[config.mk]
export PLATFORM = sky130hd
export DESIGN_NAME = ws2812b_rx
export DESIGN_NICKNAME = d
export VERILOG_FILES = /design/src/rtl/ws2812b_rx.sv
export SDC_FILE = /design/constraint.sdc
export NUM_CORES = 1
export LEC_CHECK = 0
export ABC_AREA = 1
export CAP_MARGIN = 20
export CORE_MARGIN = 2
export CORE_UTILIZATION = 50
export CTS_BUF_LIST = sky130_fd_sc_hd__clkbuf_16
export DETAILED_ROUTE_END_ITERATION = 10
export PLACE_DENSITY = 0.75
export SYNTH_ARGS = -nofsm -noshare
export SYNTH_HDL_FRONTEND = slang
export SYNTH_SLANG_ARGS = --single-unit
[constraint.sdc]
create_clock -name clk -period 2.1 [get_ports clk]
set_input_delay 0.315 -clock clk [delete_from_list [all_inputs] [get_ports clk]]
set_output_delay 0.315 -clock clk [all_outputs]
set_load 0.01 [all_outputs]
[src/rtl/ws2812b_rx.sv]
// WS2812B line receiver: pulse-width bit decode, 24-bit GRB pixel assembly, latch-gap frame detection.
// Optional chain-LED pass-through of pulses beyond NUM_PIXELS when WS2812B_RX_FORWARD_EN is defined.
module ws2812b_rx #(
  parameter int NUM_PIXELS   = 64,
  parameter int MIN_HIGH     = 2,
  parameter int BIT_THRESH   = 7,
  parameter int MAX_HIGH     = 14,
  parameter int RESET_CYCLES = 600
) (
  input  logic        clk,
  input  logic        rst,
  input  logic        din,
  output logic [23:0] o_pixel,
  output logic        o_pixel_valid,
  output logic [5:0]  o_pixel_index,
  output logic        o_frame_done,
  output logic [6:0]  o_frame_pixels,
  output logic        o_error,
  output logic        dout
);

  localparam int HW = $clog2(MAX_HIGH + 1);
  localparam int LW = $clog2(RESET_CYCLES + 1);
  localparam logic [HW-1:0] MIN_H    = HW'(MIN_HIGH);
  localparam logic [HW-1:0] THRESH_H = HW'(BIT_THRESH);
  localparam logic [HW-1:0] MAX_H    = HW'(MAX_HIGH);
  localparam logic [LW-1:0] LATCH_AT = LW'(RESET_CYCLES - 1);
  localparam logic [6:0]    NP       = 7'(NUM_PIXELS);

  typedef enum logic [1:0] {SYNC, IDLE, HIGH, LOW} state_t;

  state_t          state, state_n;
  logic            din_m, din_s, din_d;
  logic [HW-1:0]   high_cnt, hc_n;
  logic [LW-1:0]   low_cnt, lc_n;
  logic [23:0]     shreg;
  logic [4:0]      bit_cnt;
  logic [6:0]      pix_cnt;
  logic            seen;
  logic            rise, fall;
  logic            shift, bit_v, err, discard, latch, to_sync;

  assign rise = din_s & ~din_d;
  assign fall = ~din_s & din_d;

  always_comb begin
    state_n = state;
    hc_n    = high_cnt;
    lc_n    = low_cnt;
    shift   = 1'b0;
    bit_v   = 1'b0;
    err     = 1'b0;
    discard = 1'b0;
    latch   = 1'b0;
    to_sync = 1'b0;
    case (state)
      SYNC: begin
        if (din_s) begin
          lc_n = '0;
        end else if (low_cnt == LATCH_AT) begin
          lc_n    = '0;
          state_n = IDLE;
        end else begin
          lc_n = low_cnt + LW'(1);
        end
      end
      IDLE: begin
        if (rise) begin
          state_n = HIGH;
          hc_n    = HW'(1);
        end
      end
      HIGH: begin
        if (fall) begin
          state_n = LOW;
          lc_n    = LW'(1);
          if (high_cnt < MIN_H || high_cnt >= MAX_H) begin
            err     = 1'b1;
            discard = 1'b1;
          end else begin
            shift = 1'b1;
            bit_v = (high_cnt >= THRESH_H);
          end
        end else if (high_cnt >= MAX_H) begin
          // line stuck high: framing is lost, resynchronise on a full latch gap
          err     = 1'b1;
          discard = 1'b1;
          to_sync = 1'b1;
          state_n = SYNC;
          lc_n    = '0;
        end else begin
          hc_n = high_cnt + HW'(1);
        end
      end
      LOW: begin
        if (rise) begin
          state_n = HIGH;
          hc_n    = HW'(1);
        end else if (low_cnt >= LATCH_AT) begin
          latch   = 1'b1;
          state_n = IDLE;
          lc_n    = '0;
        end else begin
          lc_n = low_cnt + LW'(1);
        end
      end
      default: state_n = SYNC;
    endcase
  end

  always_ff @(posedge clk) begin
    if (rst) begin
      state          <= SYNC;
      din_m          <= 1'b0;
      din_s          <= 1'b0;
      din_d          <= 1'b0;
      high_cnt       <= '0;
      low_cnt        <= '0;
      shreg          <= '0;
      bit_cnt        <= '0;
      pix_cnt        <= '0;
      seen           <= 1'b0;
      o_pixel        <= '0;
      o_pixel_valid  <= 1'b0;
      o_pixel_index  <= '0;
      o_frame_done   <= 1'b0;
      o_frame_pixels <= '0;
      o_error        <= 1'b0;
    end else begin
      din_m         <= din;
      din_s         <= din_m;
      din_d         <= din_s;
      state         <= state_n;
      high_cnt      <= hc_n;
      low_cnt       <= lc_n;
      o_pixel_valid <= 1'b0;
      o_frame_done  <= 1'b0;
      o_error       <= err;

      if (shift) begin
        shreg <= {shreg[22:0], bit_v};
        seen  <= 1'b1;
        if (bit_cnt == 5'd23) begin
          bit_cnt       <= '0;
          o_pixel       <= {shreg[22:0], bit_v};
          o_pixel_index <= pix_cnt[5:0];
          o_pixel_valid <= (pix_cnt < NP);
          if (pix_cnt <= NP) pix_cnt <= pix_cnt + 7'd1;
        end else begin
          bit_cnt <= bit_cnt + 5'd1;
        end
      end else if (discard) begin
        bit_cnt <= '0;
      end

      if (to_sync) begin
        pix_cnt <= '0;
        seen    <= 1'b0;
      end

      if (latch) begin
        if (seen) begin
          o_frame_done   <= 1'b1;
          o_frame_pixels <= (pix_cnt > NP) ? NP : pix_cnt;
          o_error        <= (bit_cnt != '0);
        end
        bit_cnt <= '0;
        pix_cnt <= '0;
        seen    <= 1'b0;
        shreg   <= '0;
      end
    end
  end

`ifdef WS2812B_RX_FORWARD_EN
  assign dout = (state != SYNC) && (pix_cnt >= NP) && din_s;
`else
  assign dout = 1'b0;
`endif

endmodule
==> impl_results.md <==
* Status: completed
* WP data required at 2.33 ns
* Hold path depth at 4
* Most frequent CP cell: nand2_1
* GRT overflow at 0
* Area growth syn-to-layout at 19.0%
* Worst Path Arrival at 2.05 ns
* Hpwl dp at 5900 µm
* Total Routing Usage GR at 0.207
* WL final at 8430 µm
* Final ANT Viol Nets at 0
* Register area share after synthesis at 0.473
* Hold Startpoint: rst
* R2r worst-path depth at 9
* Final number of setup-violating endpoints at 0
* Sum of negative setup slack at 0 ns
* Iter 0 DRT Violations at 156
* Clk buf depth at 2
* Layout cell share with drive strength beyond 1 at 0.145
* Largest net degree at the start of global routing at 35
* Worst reg2reg startpoint: low_cnt[1]$_SDFFE_PP0P_
* Startpoint types: flop
* Num rows at 32
* Hold-fix buffers at CTS at 0
* Slew HR at 0.552
* Syn_nets at 527
* NumNets Final at roughly 570
* Fill count at 663
* PwrDens at approximately 710 mW/mm²
* Via density at 5.05
* Worst Path Max Fanout at 15
* GP Congestion at 0.842
* Worst min path class: primary input to flop
* Synthesized area at 0.00402 mm²
* H-tree levels at 3
* Destination of the worst hold path: high_cnt[0]$_SDFFE_PP0P_
* Crit path max-delay cell type: dfxtp_1
* Root buf cell: clkbuf_16
* Syn Inst Count at 518
* Slew Viols, Final at 0
* Die width at 93.7 µm
* Tmin final at 1.82 ns
* Post-CTS setup buffers at 0
* CTS Buf Count at 9
* CP Capture Type: flop
* Yosys cell types at 35
* Commonest non-fill, non-tap cell in the layout: nand2_1
* Number of global-route vias before repair at between 3000 and 4000
* Reg2reg end: shreg[3]$_SDFFE_PP0P_
* Ys Warns at 0
* Commonest non-fill, non-tap cells in the layout: nand2_1, dfxtp_1, a21oi_1
* Max Cap Viol at 0
* Max Clk Rate at ~550 MHz
* Static Leak at between 0.0015 and 0.002 µW
* RSZ-0062 raised after global routing: no
* Top delay family on crit path: simple AND/OR/NAND/NOR gates
* Die height at around 94 µm
* Wire per inst at 12.7 µm
* Final Hold Fails at 0
* Via count at 3363
* Total die area at ~0.0088 mm²
* Top Ports at 44
* Initial antenna violation count at 0
* IO Port Bufs at 42
* Worst-Margin Slew at 0.669 ns
* Clock Sink Count at 95
* DRC at 0
* Placeable core region at 0.00777 mm²
* Initial Util at 0.517
* PostCTS Resize Cnt at 0
* Clk Latency, worst-skew pair at 0.34 ns
* Critical Path Stages at 9
* Reg clk slew, reported paths at 0.07 ns
* CTS tree: yes
* Flops & latches, synth at 95
* Worst reg2reg setup slack at 0.28 ns
* Total iterations of the first detailed-routing run at 4
* Worst Setup Path Type: flop to flop
* Post-Syn Area per Cell at roughly 7.8 µm²
* WP buf/inv at 1
* Max incr delay on CP at 0.36 ns
* Core Util, Final at 0.615
* N_diodes at 0
* Final clock skew at 0.00665 ns
* Cells along the critical path: ha_1 -> nand2_1 -> nor2_1 -> nand3_1 -> nand2_1 -> nand2_1 -> nand2_2 -> buf_12 -> a21oi_1
* First-pass GRT wire length at 14700 µm
* Final worst-path cycle share at 0.868
* VDD IR-drop max at 0.404 mV
[power breakdown]
part,total [µW],internal (µW),switching [µW]
registers,1810,1810,4.40
clock network,1500,804,697
logic,69.6,19.3,50.3
[flip-flops by register name (all words and copies together), names as in the netlist, 2 cells and up]
| signal | count |
|---|---|
| pix_cnt | 7 |
| high_cnt | 4 |
| bit_cnt | 5 |
| state | 2 |
| low_cnt | 10 |
| o_pixel | 24 |
| o_frame_pixels | 7 |
| shreg | 23 |
| o_pixel_index | 6 |
[synthesized netlist by cell type (all sizes together)]
cell,n,area [µm²]
clkinv,1,3.75
nor2,49,216
o211ai,1,7.51
buf,12,100
and3,1,6.26
o21ai,19,98.8
a21oi,70,433
nand4,7,43.8
nand3,25,143
nor3,4,20.0
inv,42,158
conb,1,3.75
clkbuf,9,33.8
o21bai,1,7.51
dfxtp,95,1900
xor2,6,52.6
nor4,1,6.26
a221oi,1,8.76
ha,6,75.1
nand2,162,663
a211oi,4,30.0
o22ai,1,6.26
[how the worst max path moves through the flow]
stage | start | endpoint | slack (ns)
final | low_cnt[1]$_SDFFE_PP0P_ | shreg[3]$_SDFFE_PP0P_ | 0.28
after detailed placement | low_cnt[1]$_SDFFE_PP0P_ | shreg[3]$_SDFFE_PP0P_ | 0.29
after global routing | low_cnt[0]$_SDFFE_PP0P_ | shreg[5]$_SDFFE_PP0P_ | 0.10
after global placement | low_cnt[0]$_SDFFE_PP0P_ | bit_cnt[3]$_SDFFE_PP0P_ | 0.36
after floorplan | low_cnt[0]$_SDFFE_PP0P_ | bit_cnt[3]$_SDFFE_PP0P_ | 0.57
after CTS | low_cnt[1]$_SDFFE_PP0P_ | shreg[6]$_SDFFE_PP0P_ | 0.28
[stage by stage]
stage	setup slack [ns]	cell area (µm²)	hold WS [ns]	total power, µW	std cells
after floorplan	0.565	4020	0.388	1900	518
after global placement	0.363	4510	0.399	1920	650
after detailed placement	0.292	4510	0.400	1920	650
after CTS	0.281	4780	0.336	3410	666
after global routing	0.101	4780	0.368	3480	666
final	0.276	4780	0.334	3380	666
[tightest hold or removal path: stages]
cell and delay (ns):
buf_2 0.09, inv_1 0.09, o21ai_0 0.09, a21oi_1 0.04
[layer usage]
metal  up-vias  routed length [µm]  GRT usage
met5         -                   0          0
met4         0                  63     0.0628
met3         7                 306     0.0506
met2        55                4120      0.359
met1      1559                3940      0.255
li1       1742                   -          -
[cell families (layout without fill, tap and decap cells)]
family | after synthesis | count (layout) | synth area share
DFF | 95 | 95 | 0.473
and+or+nand+nor | 249 | 249 | 0.273
other | 1 | 1 | 0.000933
AOI/OAI and AO/OA | 97 | 97 | 0.147
buffers and inverters | 64 | 110 | 0.0735
adders and majority gates | 6 | 6 | 0.0187
xor gates and xnor gates | 6 | 6 | 0.0131
[area by class of cell]
| cell class | count | area [µm²] | share of cell area |
|---|---|---|---|
| Sequential cell | 95 | 1900 | 0.398 |
| Multi-Input combinational cell | 359 | 1820 | 0.381 |
| Timing Repair Buffer | 51 | 495 | 0.104 |
| Clock buffer | 9 | 225 | 0.0471 |
| Inverter | 43 | 161 | 0.0338 |
| Tap cell | 102 | 128 | 0.0267 |
| Clock inverter | 7 | 47.5 | 0.00995 |
(Power assumes the default switching activity.)
